--- config.mk ---
export PLATFORM = sky130hd
export DESIGN_NAME = mac_result_drain
export DESIGN_NICKNAME = d
export VERILOG_FILES = /design/src/rtl/mac_pkg.sv /design/src/rtl/lane_requant.sv /design/src/rtl/mac_result_drain.sv
export SDC_FILE = /design/constraint.sdc
export NUM_CORES = 1
export LEC_CHECK = 0
export CAP_MARGIN = 20
export CELL_PAD_IN_SITES_DETAIL_PLACEMENT = 0
export CELL_PAD_IN_SITES_GLOBAL_PLACEMENT = 1
export CORE_ASPECT_RATIO = 1.4
export CORE_UTILIZATION = 42
export CTS_BUF_LIST = sky130_fd_sc_hd__clkbuf_4 sky130_fd_sc_hd__clkbuf_8
export CTS_CLUSTER_SIZE = 20
export DETAILED_ROUTE_END_ITERATION = 8
export PLACE_DENSITY = 0.91
export SETUP_SLACK_MARGIN = 0.2
export SYNTH_ARGS = -nofsm -noshare
export SYNTH_HDL_FRONTEND = slang
export SYNTH_SLANG_ARGS = --single-unit
--- constraint.sdc ---
create_clock -name clk -period 5.71 [get_ports clk]
set_input_delay 1.142 -clock clk [delete_from_list [all_inputs] [get_ports clk]]
set_output_delay 1.142 -clock clk [all_outputs]
set_load 0.05 [all_outputs]
--- src/rtl/mac_pkg.sv ---
// mac_pkg: shared types and constants for the MAC result drain path.
//   ACC_W            packed accumulator width
//   prec_level_t     precision level encoding (FULL/HALF/QUARTER/ILLEGAL)
//   LANE_W_*/LANES_* lane width and lane count for each precision level
//   drain_state_t    drain FSM state encoding
//   last_lane()      index of the final lane for a precision level
package mac_pkg;

  localparam int unsigned ACC_W = 56;

  typedef enum logic [1:0] {
    FULL    = 2'b00,
    HALF    = 2'b01,
    QUARTER = 2'b10,
    ILLEGAL = 2'b11
  } prec_level_t;

  localparam int unsigned LANE_W_FULL    = 56;
  localparam int unsigned LANE_W_HALF    = 28;
  localparam int unsigned LANE_W_QUARTER = 14;

  localparam int unsigned LANES_FULL    = 1;
  localparam int unsigned LANES_HALF    = 2;
  localparam int unsigned LANES_QUARTER = 4;

  typedef enum logic [1:0] {
    S_IDLE  = 2'd0,
    S_EMIT  = 2'd1,
    S_CLEAR = 2'd2
  } drain_state_t;

  function automatic logic [1:0] last_lane(input prec_level_t p);
    logic [1:0] r;
    unique case (p)
      HALF:    r = 2'(LANES_HALF - 1);
      QUARTER: r = 2'(LANES_QUARTER - 1);
      default: r = 2'(LANES_FULL - 1);
    endcase
    return r;
  endfunction

endpackage

--- src/rtl/lane_requant.sv ---
// lane_requant: combinational extract / sign-extend / shift / saturate of
// one lane of the packed accumulator word.
//   word_i   packed accumulator word
//   prec_i   precision level selecting the lane layout
//   lane_i   lane index to extract
//   shamt_i  arithmetic right-shift amount
//   data_o   saturated OUT_W-bit signed result
// Build option: MAC_DRAIN_ROUND_EN adds 2^(shamt-1) before the shift
// (round half up); undefined gives a plain floor shift.
module lane_requant
  import mac_pkg::*;
#(
  parameter int unsigned OUT_W   = 8,
  parameter int unsigned SHIFT_W = 6
) (
  input  logic [ACC_W-1:0]   word_i,
  input  prec_level_t        prec_i,
  input  logic [1:0]         lane_i,
  input  logic [SHIFT_W-1:0] shamt_i,
  output logic [OUT_W-1:0]   data_o
);

  // One guard bit above the widest lane keeps the rounding add from wrapping.
  localparam int unsigned EXT_W = ACC_W + 1;
  localparam int unsigned CMP_W = (SHIFT_W > 7) ? SHIFT_W : 7;

  localparam logic signed [EXT_W-1:0] SAT_MAX =
    $signed({{(EXT_W - OUT_W + 1){1'b0}}, {(OUT_W - 1){1'b1}}});
  localparam logic signed [EXT_W-1:0] SAT_MIN = ~SAT_MAX;

  logic signed [EXT_W-1:0] lane_ext;
  logic signed [EXT_W-1:0] rounded;
  logic signed [EXT_W-1:0] shifted;
  logic [CMP_W-1:0]        lane_w;
  logic [CMP_W-1:0]        shamt_x;

  always_comb begin
    lane_ext = EXT_W'($signed(word_i));
    lane_w   = CMP_W'(LANE_W_FULL);
    unique case (prec_i)
      HALF: begin
        lane_w = CMP_W'(LANE_W_HALF);
        if (lane_i[0]) lane_ext = EXT_W'($signed(word_i[55:28]));
        else           lane_ext = EXT_W'($signed(word_i[27:0]));
      end
      QUARTER: begin
        lane_w = CMP_W'(LANE_W_QUARTER);
        unique case (lane_i)
          2'd0:    lane_ext = EXT_W'($signed(word_i[13:0]));
          2'd1:    lane_ext = EXT_W'($signed(word_i[27:14]));
          2'd2:    lane_ext = EXT_W'($signed(word_i[41:28]));
          default: lane_ext = EXT_W'($signed(word_i[55:42]));
        endcase
      end
      default: begin
        lane_ext = EXT_W'($signed(word_i));
        lane_w   = CMP_W'(LANE_W_FULL);
      end
    endcase
  end

  always_comb begin
    shamt_x = CMP_W'(shamt_i);
    rounded = lane_ext;
    shifted = '0;
    if (shamt_x >= lane_w) begin
      // Everything shifted out: only the sign survives.
      shifted = lane_ext[EXT_W-1] ? '1 : '0;
    end else begin
`ifdef MAC_DRAIN_ROUND_EN
      if (shamt_x != '0)
        rounded = lane_ext + (EXT_W'(1) << (shamt_x - CMP_W'(1)));
`endif
      shifted = rounded >>> shamt_i;
    end
  end

  always_comb begin
    data_o = shifted[OUT_W-1:0];
    if (shifted > SAT_MAX)      data_o = SAT_MAX[OUT_W-1:0];
    else if (shifted < SAT_MIN) data_o = SAT_MIN[OUT_W-1:0];
  end

endmodule

--- src/rtl/mac_result_drain.sv ---
// mac_result_drain: captures a packed accumulator word, streams its 1/2/4
// requantized lanes over valid/ready, then pulses a clear to the MAC.
//   clk, rstn              clock, asynchronous active-low reset
//   start                  request to drain acc_in (ignored while busy)
//   prec_level             lane layout (00 full, 01 half, 10 quarter, 11 illegal)
//   acc_in, shamt          accumulator word and right-shift amount
//   busy                   drain in progress
//   out_data/lane/last     registered output beat
//   out_valid, out_ready   beat handshake
//   mac_clr                one-cycle clear request after the final lane
//   err                    one-cycle pulse for start with an illegal level
// Build option: MAC_DRAIN_ROUND_EN enables round-half-up in lane_requant.
module mac_result_drain
  import mac_pkg::*;
#(
  parameter int unsigned OUT_W   = 8,
  parameter int unsigned SHIFT_W = 6
) (
  input  logic               clk,
  input  logic               rstn,
  input  logic               start,
  input  logic [1:0]         prec_level,
  input  logic [ACC_W-1:0]   acc_in,
  input  logic [SHIFT_W-1:0] shamt,
  output logic               busy,
  output logic [OUT_W-1:0]   out_data,
  output logic [1:0]         out_lane,
  output logic               out_last,
  output logic               out_valid,
  input  logic               out_ready,
  output logic               mac_clr,
  output logic               err
);

  drain_state_t       state_q, state_d;
  logic [ACC_W-1:0]   word_q, word_d;
  prec_level_t        prec_q, prec_d;
  logic [SHIFT_W-1:0] shamt_q, shamt_d;
  logic [1:0]         lane_q, lane_d;
  logic [OUT_W-1:0]   data_q, data_d;
  logic               last_q, last_d;
  logic               err_q, err_d;

  prec_level_t        prec_in;
  logic [ACC_W-1:0]   rq_word;
  prec_level_t        rq_prec;
  logic [1:0]         rq_lane;
  logic [SHIFT_W-1:0] rq_shamt;
  logic [OUT_W-1:0]   rq_data;

  assign prec_in = prec_level_t'(prec_level);

  // The requantizer always computes the *next* beat: lane 0 of the incoming
  // word while idle, lane_q+1 of the captured word while emitting. This lets
  // the beat be registered on the same edge as capture/handshake.
  always_comb begin
    rq_word  = word_q;
    rq_prec  = prec_q;
    rq_shamt = shamt_q;
    rq_lane  = lane_q + 2'd1;
    if (state_q == S_IDLE) begin
      rq_word  = acc_in;
      rq_prec  = prec_in;
      rq_shamt = shamt;
      rq_lane  = '0;
    end
  end

  lane_requant #(
    .OUT_W   (OUT_W),
    .SHIFT_W (SHIFT_W)
  ) u_requant (
    .word_i  (rq_word),
    .prec_i  (rq_prec),
    .lane_i  (rq_lane),
    .shamt_i (rq_shamt),
    .data_o  (rq_data)
  );

  always_comb begin
    state_d = state_q;
    word_d  = word_q;
    prec_d  = prec_q;
    shamt_d = shamt_q;
    lane_d  = lane_q;
    data_d  = data_q;
    last_d  = last_q;
    err_d   = 1'b0;
    unique case (state_q)
      S_IDLE: begin
        if (start) begin
          if (prec_in == ILLEGAL) begin
            err_d = 1'b1;
          end else begin
            state_d = S_EMIT;
            word_d  = acc_in;
            prec_d  = prec_in;
            shamt_d = shamt;
            lane_d  = '0;
            data_d  = rq_data;
            last_d  = (last_lane(prec_in) == 2'd0);
          end
        end
      end
      S_EMIT: begin
        if (out_ready) begin
          if (last_q) begin
            state_d = S_CLEAR;
          end else begin
            lane_d = lane_q + 2'd1;
            data_d = rq_data;
            last_d = ((lane_q + 2'd1) == last_lane(prec_q));
          end
        end
      end
      S_CLEAR: state_d = S_IDLE;
      default: state_d = S_IDLE;
    endcase
  end

  always_ff @(posedge clk or negedge rstn) begin
    if (!rstn) begin
      state_q <= S_IDLE;
      word_q  <= '0;
      prec_q  <= FULL;
      shamt_q <= '0;
      lane_q  <= '0;
      data_q  <= '0;
      last_q  <= 1'b0;
      err_q   <= 1'b0;
    end else begin
      state_q <= state_d;
      word_q  <= word_d;
      prec_q  <= prec_d;
      shamt_q <= shamt_d;
      lane_q  <= lane_d;
      data_q  <= data_d;
      last_q  <= last_d;
      err_q   <= err_d;
    end
  end

  assign busy      = (state_q != S_IDLE);
  assign out_valid = (state_q == S_EMIT);
  assign mac_clr   = (state_q == S_CLEAR);
  assign out_data  = data_q;
  assign out_lane  = lane_q;
  assign out_last  = last_q;
  assign err       = err_q;

endmodule

## Word level (Yosys, flattened, before mapping)

Index checks and enable logic that the tools add are counted.

| operators by class | value |
|---|---|
| $add $sub $neg | 1 |
| multipliers | 0 |
| div/mod/pow operators | 0 |
| order comparisons | 3 |
| equal/unequal tests | 17 |
| shift operators | 1 |
| multiplexer cells | 43 |
| bitwise operators | 1 |
| reductions and logical operators | 9 |

Operators with widths:

| operator | number |
|---|---|
| 57-bit 2-to-1 mux | 3 |
| 57-bit one-hot mux with 3 select lines | 1 |
| 57-bit one-hot mux with 2 select lines | 1 |
| 57-bit by 8-bit greater-than comparator with 1-bit output (second input constant) | 1 |
| 57-bit by 8-bit < comparator with 1-bit output (second input constant) | 1 |
| 57-bit by 6-bit >>> shifter with 57-bit output | 1 |
| 56-bit 2-to-1 mux | 1 |
| 8-bit 2-to-1 mux | 6 |
| 2-bit 2-to-1 mux | 16 |
| 2-bit one-hot mux with 2 select lines | 4 |
| 8-bit one-hot mux with 2 select lines | 1 |
| 2-bit equality test (second input constant) | 6 |
| 6-bit one-hot mux with 2 select lines | 1 |
| 2-bit by 1-bit equality test with 1-bit output (second input constant) | 5 |
| 4-bit AND reduction | 2 |
| 1-bit 2-to-1 mux | 7 |
| 6-bit greater-or-equal comparator | 1 |
| 2-bit logical NOT | 3 |
| 6-bit 2-to-1 mux | 1 |
| 2-bit inequality test (second input constant) | 3 |
| 5-bit AND reduction | 1 |
| 2-bit by 1-bit inequality test with 1-bit output (second input constant) | 2 |
| 2-bit nonzero test | 2 |
| 3-bit AND reduction | 1 |
| other kinds (4) | 4 |

| word-level totals | value |
|---|---|
| flip-flop bits (word level) | 78 |
| latch bits | 0 |
| bits in writable memories | 0 |
| memory bits (read-only) | 0 |
| input port bits | 68 |
| output and inout port bits | 15 |
| word-level logic and storage cells | 83 |
| memories kept | 0 |

## Logic depth before layout (Yosys ltp)

| depth | value |
|---|---|
| depth in word-level cells | 13 |
| mapped depth | 29 |
| mapped depth without buffers | 19 |

## Hierarchy

A second synthesis with hierarchy kept.

| unflattened totals | value |
|---|---|
| cell total of the unflattened synthesis | 1,253 |
| area total of the unflattened synthesis | 10,869.2 um^2 |

Modules (own cells, without submodules):

| module | instances | cells each | area each (um^2) | sequential area each (um^2) |
|---|---|---|---|---|
| lane_requant | 1 | 990 | 7,080.5 | 0.0 |
| mac_result_drain | 1 | 263 | 3,788.6 | 1,951.9 |

## Worst setup path after synthesis

OpenSTA, ideal clock, no wires.

| timing path | value |
|---|---|
| path kind | reg2reg |
| from | register state_q[1] |
| to | register data_q[0] (netlist: out_data[0]) |
| setup time | 0.146 ns |
| arrival | 5.994 ns |
| data required time | 5.564 ns |
| slack | -0.431 ns |
| cell stages (with the launch flop) | 29 |
| buffers on the path | 9 |
| clock period less this slack | 6.141 ns |
| cells stage by stage | dfrtp_1 > buf_6 > nor2_8 > inv_2 > buf_2 > buf_2 > buf_1 > buf_1 > nand2_1 > nand2_1 > ha_1 > buf_2 > inv_1 > clkbuf_1 > clkbuf_1 > ha_1 > a21oi_1 > o31ai_1 > a31oi_2 > nand2_1 > nor2_1 > clkbuf_1 > a22oi_1 > nor4_1 > nand4_1 > o32ai_1 > a41o_1 > o31a_2 > o22ai_1 |

| between the ends | value |
|---|---|
| word-level cells in the longest chain between the ends | 13 |
| elaborated cells between the ends (all ways) | 34 |
| those cells by class | order compare: 3; eq/ne: 9; shift: 1; mux: 17; reduce/logical: 4 |

Ends and longest elaborated chain:

| item | RTL line | text |
|---|---|---|
| start: declaration | mac_result_drain.sv:35 | `drain_state_t state_q, state_d;` |
| start signal: assignment | mac_result_drain.sv:132 | `state_q <= state_d;` |
| 2-bit logical NOT | mac_result_drain.sv:61, mac_result_drain.sv:89 |  |
| 2-bit 2-to-1 mux | mac_result_drain.sv:61 | `if (state_q == S_IDLE) begin` |
| 2-bit equality test, or another cell as far along | lane_requant.sv:48 | `unique case (lane_i)` |
| 57-bit one-hot mux with 3 select lines | lane_requant.sv:48 |  |
| 57-bit one-hot mux with 2 select lines | lane_requant.sv:40 | `unique case (prec_i)` |
| 57-bit by 6-bit >>> shifter with 57-bit output or 57-bit 2-to-1 mux (tied branches) | lane_requant.sv:74, lane_requant.sv:68 |  |
| 57-bit 2-to-1 mux | lane_requant.sv:66 | `if (shamt_x >= lane_w) begin` |
| 57-bit by 8-bit < comparator with 1-bit output | lane_requant.sv:81 | `else if (shifted < SAT_MIN) data_o = SAT_MIN[OUT_W-1:0];` |
| 8-bit 2-to-1 mux | lane_requant.sv:81 |  |
| 8-bit 2-to-1 mux | lane_requant.sv:80 | `if (shifted > SAT_MAX) data_o = SAT_MAX[OUT_W-1:0];` |
| 8-bit 2-to-1 mux, on equally long branches | mac_result_drain.sv:107, mac_result_drain.sv:92 |  |
| 8-bit 2-to-1 mux, on equally long branches | mac_result_drain.sv:106, mac_result_drain.sv:91 |  |
| 8-bit one-hot mux with 2 select lines | mac_result_drain.sv:89 | `unique case (state_q)` |
| end signal: assignment | mac_result_drain.sv:137 | `data_q <= data_d;` |
| end: declaration | mac_result_drain.sv:40 | `logic [OUT_W-1:0] data_q, data_d;` |

Parallel ways exist; a longest one is shown, timed or not. The select of a mux whose other input is x is not followed.
A chain may end at the register's enable or synchronous reset.

## Worst setup path after layout

| timing path | value |
|---|---|
| from | input prec_level[0] |
| to | register data_q[1] (netlist: out_data[1]) |

| between the ends | value |
|---|---|
| word-level cells in the longest chain between the ends | 11 |
| elaborated cells between the ends (all ways) | 21 |
| those cells by class | order compare: 3; eq/ne: 4; shift: 1; mux: 12; reduce/logical: 1 |

Ends and longest elaborated chain:

| item | RTL line | text |
|---|---|---|
| start: declaration | mac_result_drain.sv:22 | `input logic [1:0] prec_level,` |
| 2-bit 2-to-1 mux | mac_result_drain.sv:61 |  |
| 2-bit equality test or 2-bit by 1-bit equality test with 1-bit output (tied branches) | lane_requant.sv:40 |  |
| 57-bit one-hot mux with 2 select lines or 6-bit one-hot mux with 2 select lines (tied branches) | lane_requant.sv:40 |  |
| 57-bit by 6-bit >>> shifter with 57-bit output, or another cell as far along | lane_requant.sv:74 | `shifted = rounded >>> shamt_i;` |
| 57-bit 2-to-1 mux | lane_requant.sv:66 |  |
| 57-bit by 8-bit < comparator with 1-bit output | lane_requant.sv:81 |  |
| 8-bit 2-to-1 mux | lane_requant.sv:81 |  |
| 8-bit 2-to-1 mux | lane_requant.sv:80 |  |
| 8-bit 2-to-1 mux, on equally long branches | mac_result_drain.sv:107, mac_result_drain.sv:92 |  |
| 8-bit 2-to-1 mux, on equally long branches | mac_result_drain.sv:106, mac_result_drain.sv:91 |  |
| 8-bit one-hot mux with 2 select lines | mac_result_drain.sv:89 |  |

Parallel ways exist; a longest one is shown, timed or not. The select of a mux whose other input is x is not followed.

==> impl_metrics.json <==
{
  "clock_latency_ps": 420,
  "fin_crit_sh_pct": 92.5,
  "vias_per_cell": 7.41,
  "hold_viol_final": 0,
  "area_growth_pct": 17.5,
  "maxCapViolCount": 0,
  "place_area_mm2": 0.0121,
  "cp_num_cells": 16,
  "drt-wirelength-per-cell_um": 27.0,
  "end_kind": "flop",
  "crit_chain": "clkdlybuf4s50_1 > mux2i_1 > ha_1 > buf_12 > or4b_4 > o22ai_1 > and3b_1 > a2bb2oi_1 > o221ai_1 > mux2_2 > o21ai_0 > nand4b_1 > nor4_1 > a32oi_1 > buf_4 > o32ai_1",
  "ys_seq_area_share_pct": 18.6,
  "fp.dieH_um": 189,
  "syn_nets": 1407,
  "crit_slowest_cell": "or4b_4",
  "crit_fanout": 23,
  "drtIter0Drc": 2160,
  "ant_nets": 0,
  "core_area_mm2": 0.0246,
  "r2r_cells": 18,
  "finalSetupViolCount": 0,
  "start_util_pct": 42.7,
  "die_w_um": 136,
  "startpoint": "prec_level[0]",
  "fillers": 2324,
  "grt-ovfl-total": 0,
  "routed_wirelength_um": 47300,
  "worstSetupEndpoint": "out_data[1]$_DFFE_PN0P_",
  "drc": 0,
  "cp_top_family": "compound AO/OA/AOI/OAI gates",
  "critical_path_required_ps": 6030,
  "maxSlewViolCount": 0,
  "grt_pass1_wl_um": 72100,
  "io_pins": 83,
  "skew_ps": 27.6,
  "tritoncts": "done",
  "io_buffers": 82,
  "max_freq_ghz": 0.189,
  "place_hpwl_um": 34900,
  "holdCritPathClass": "in2async",
  "drtPass1Iterations": 9,
  "cts_buffers": 9,
  "clkTransAtPathRegs_ps": 100,
  "cp-start-kind": "primary input",
  "setup_tns_ps": 0,
  "async_flop_share_pct": 100,
  "grt_max_degree": 78,
  "synthesis.area_mm2": 0.0105,
  "r2r_slack_ps": 670,
  "worstMarginPinSlew_ps": 1040,
  "htree_levels": 3,
  "multi_input_area_mm2": 0.00795,
  "critPathBufInv": 3,
  "ys.flop_type": "dfrtp_1",
  "grt_pass1_vias": 12000,
  "antenna_cells": 0,
  "layout_commonest_cell": "buf_4",
  "row_count": 68,
  "dieArea_mm2": 0.0257,
  "cts-root-buf": "clkbuf_8",
  "regArea_mm2": 0.00195,
  "synthDistinctLibCells": 104,
  "relSlewSlack_pct": 30.2,
  "gp_congestion": 1.19,
  "stdcell_area_mm2": 0.0123,
  "cp.arrival_ps": 5600,
  "avgSynthCellArea_um2": 7.89,
  "antenna_found_initial": 1,
  "final_layout_size_suffix_gt1_share_pct": 19.7,
  "ctsLongestPathBuffers": 2,
  "critPathKind": "in2reg",
  "synth_edf_count": 0,
  "status": "completed",
  "r2r-start": "state_q[1]$_DFFE_PN0P_",
  "cpPeakStageDelay_ps": 580,
  "r2r_end": "out_data[1]$_DFFE_PN0P_",
  "cts.sinks": 78,
  "yosysWarningCount": 0,
  "grt.total_usage_pct": 37.3,
  "synthCells": 1331,
  "rsz0062_at_grt": "no",
  "layout_min_cycle_time_ps": 5280,
  "vias": 13000,
  "final_cell_mix": "128 x buf_4, 119 x nand2_1, 97 x nor2_1",
  "final_nets": 1507,
  "ys_seq_elements": 78
}
[worst min-delay path by stage]
stage	start	to	slack, ps	cells after the start
2_1_floorplan	word_q[0]$_DFFE_PN0P_	word_q[0]$_DFFE_PN0P_	480	1
3_3_place_gp	word_q[0]$_DFFE_PN0P_	word_q[0]$_DFFE_PN0P_	490	1
3_5_place_dp	word_q[0]$_DFFE_PN0P_	word_q[0]$_DFFE_PN0P_	510	1
4_1_cts	rstn	word_q[46]$_DFFE_PN0P_	490	1
5_1_grt	rstn	word_q[46]$_DFFE_PN0P_	500	1
6_report	rstn	word_q[46]$_DFFE_PN0P_	510	1
[Yosys cell counts, drive strengths merged (7+ instances only)]
| library cell | n | share of area, % |
|---|---|---|
| nor3 | 36 | 1.7 |
| nor4 | 10 | 0.60 |
| buf | 72 | 3.9 |
| a22oi | 12 | 0.86 |
| o32ai | 20 | 1.7 |
| a221oi | 27 | 2.4 |
| o31ai | 20 | 1.4 |
| nand4 | 14 | 0.83 |
| clkbuf | 50 | 1.8 |
| nand2 | 120 | 4.3 |
| nor3b | 13 | 1.0 |
| o2bb2ai | 7 | 0.58 |
| and3 | 8 | 0.48 |
| a221o | 9 | 0.86 |
| nor2b | 12 | 0.71 |
| o211ai | 31 | 2.3 |
| inv | 16 | 0.57 |
| a2bb2oi | 7 | 0.58 |
| nand3 | 40 | 1.9 |
| a211oi | 50 | 3.7 |
| dfrtp | 78 | 19 |
| o22ai | 34 | 2.0 |
| a2111oi | 11 | 0.93 |
| mux2 | 79 | 8.5 |
| o21a | 13 | 0.94 |
| a22o | 9 | 0.75 |
| a21oi | 78 | 3.8 |
| nand2b | 17 | 1.0 |
| a211o | 8 | 0.67 |
| o221ai | 12 | 1.0 |
| a31oi | 14 | 0.89 |
| mux2i | 93 | 9.0 |
| o21ai | 77 | 3.7 |
| a32oi | 7 | 0.58 |
| a311oi | 8 | 0.73 |
| nor2 | 101 | 3.9 |
| ha | 8 | 0.95 |
[routing by layer]
layer  GRT usage [%]  share of wire (%)  vias to the layer above
met4            30.5                 10                        2
met3            8.81                 12                      339
li1                -                  -                     5467
met2            55.1                 43                     1112
met5               0              0.025                        -
met1            45.5                 35                     6056
[registers in the layout, indices dropped and copies added (netlist names)]
signal	cells
err	1
state_q	2
out_data	8
out_last	1
word_q	56
out_lane	2
shamt_q	6
prec_q	2
[cell families after synthesis]
kind of cell,synth area share [%]
simple gates,19.4
compound gates,36.3
buf+inv,6.34
xor+xnor,0.167
fa+ha+maj,0.953
mux,18.3
flops,18.6
[final cells by class]
| cell class | instances | area share, % |
|---|---|---|
| multi-input combinational | 1114 | 64.4 |
| sequential | 78 | 15.8 |
| tap | 315 | 3.19 |
| clock inverter | 6 | 0.294 |
| timing repair buffer | 211 | 14.7 |
| clock buffer | 10 | 1.11 |
| inverter | 17 | 0.517 |
[repair_timing]
item,4_1_cts,5_1_grt
resized for setup,0,7
setup buffers,0,1
endpoints found under the setup margin,0,7
hold buffers,0,0
hold endpoints to repair,0,0
[through the flow]
stage               instances  util [%]  hold WS, ps  setup WS, ps
finish                   1751      50.2          507           427
global route             1751      50.2          496           219
CTS                      1749      49.9          493           531
detailed placement       1733      49.2          513           128
global placement         1733      49.2          489           155
floorplan                1331         -          480           204
[worst reg2reg max path, delay by kind of cell, from the launching register on]
family | cells | cell delay, ps
AOI/OAI and AO/OA | 6 | 1530
adders and majority gates | 1 | 340
buffers and inverters | 3 | 610
DFF | 1 | 440
muxes | 1 | 380
and+or+nand+nor | 7 | 1680
Power is not shown: default switching activity piles up to over one toggle a cycle in this logic, so the estimate is an artifact.
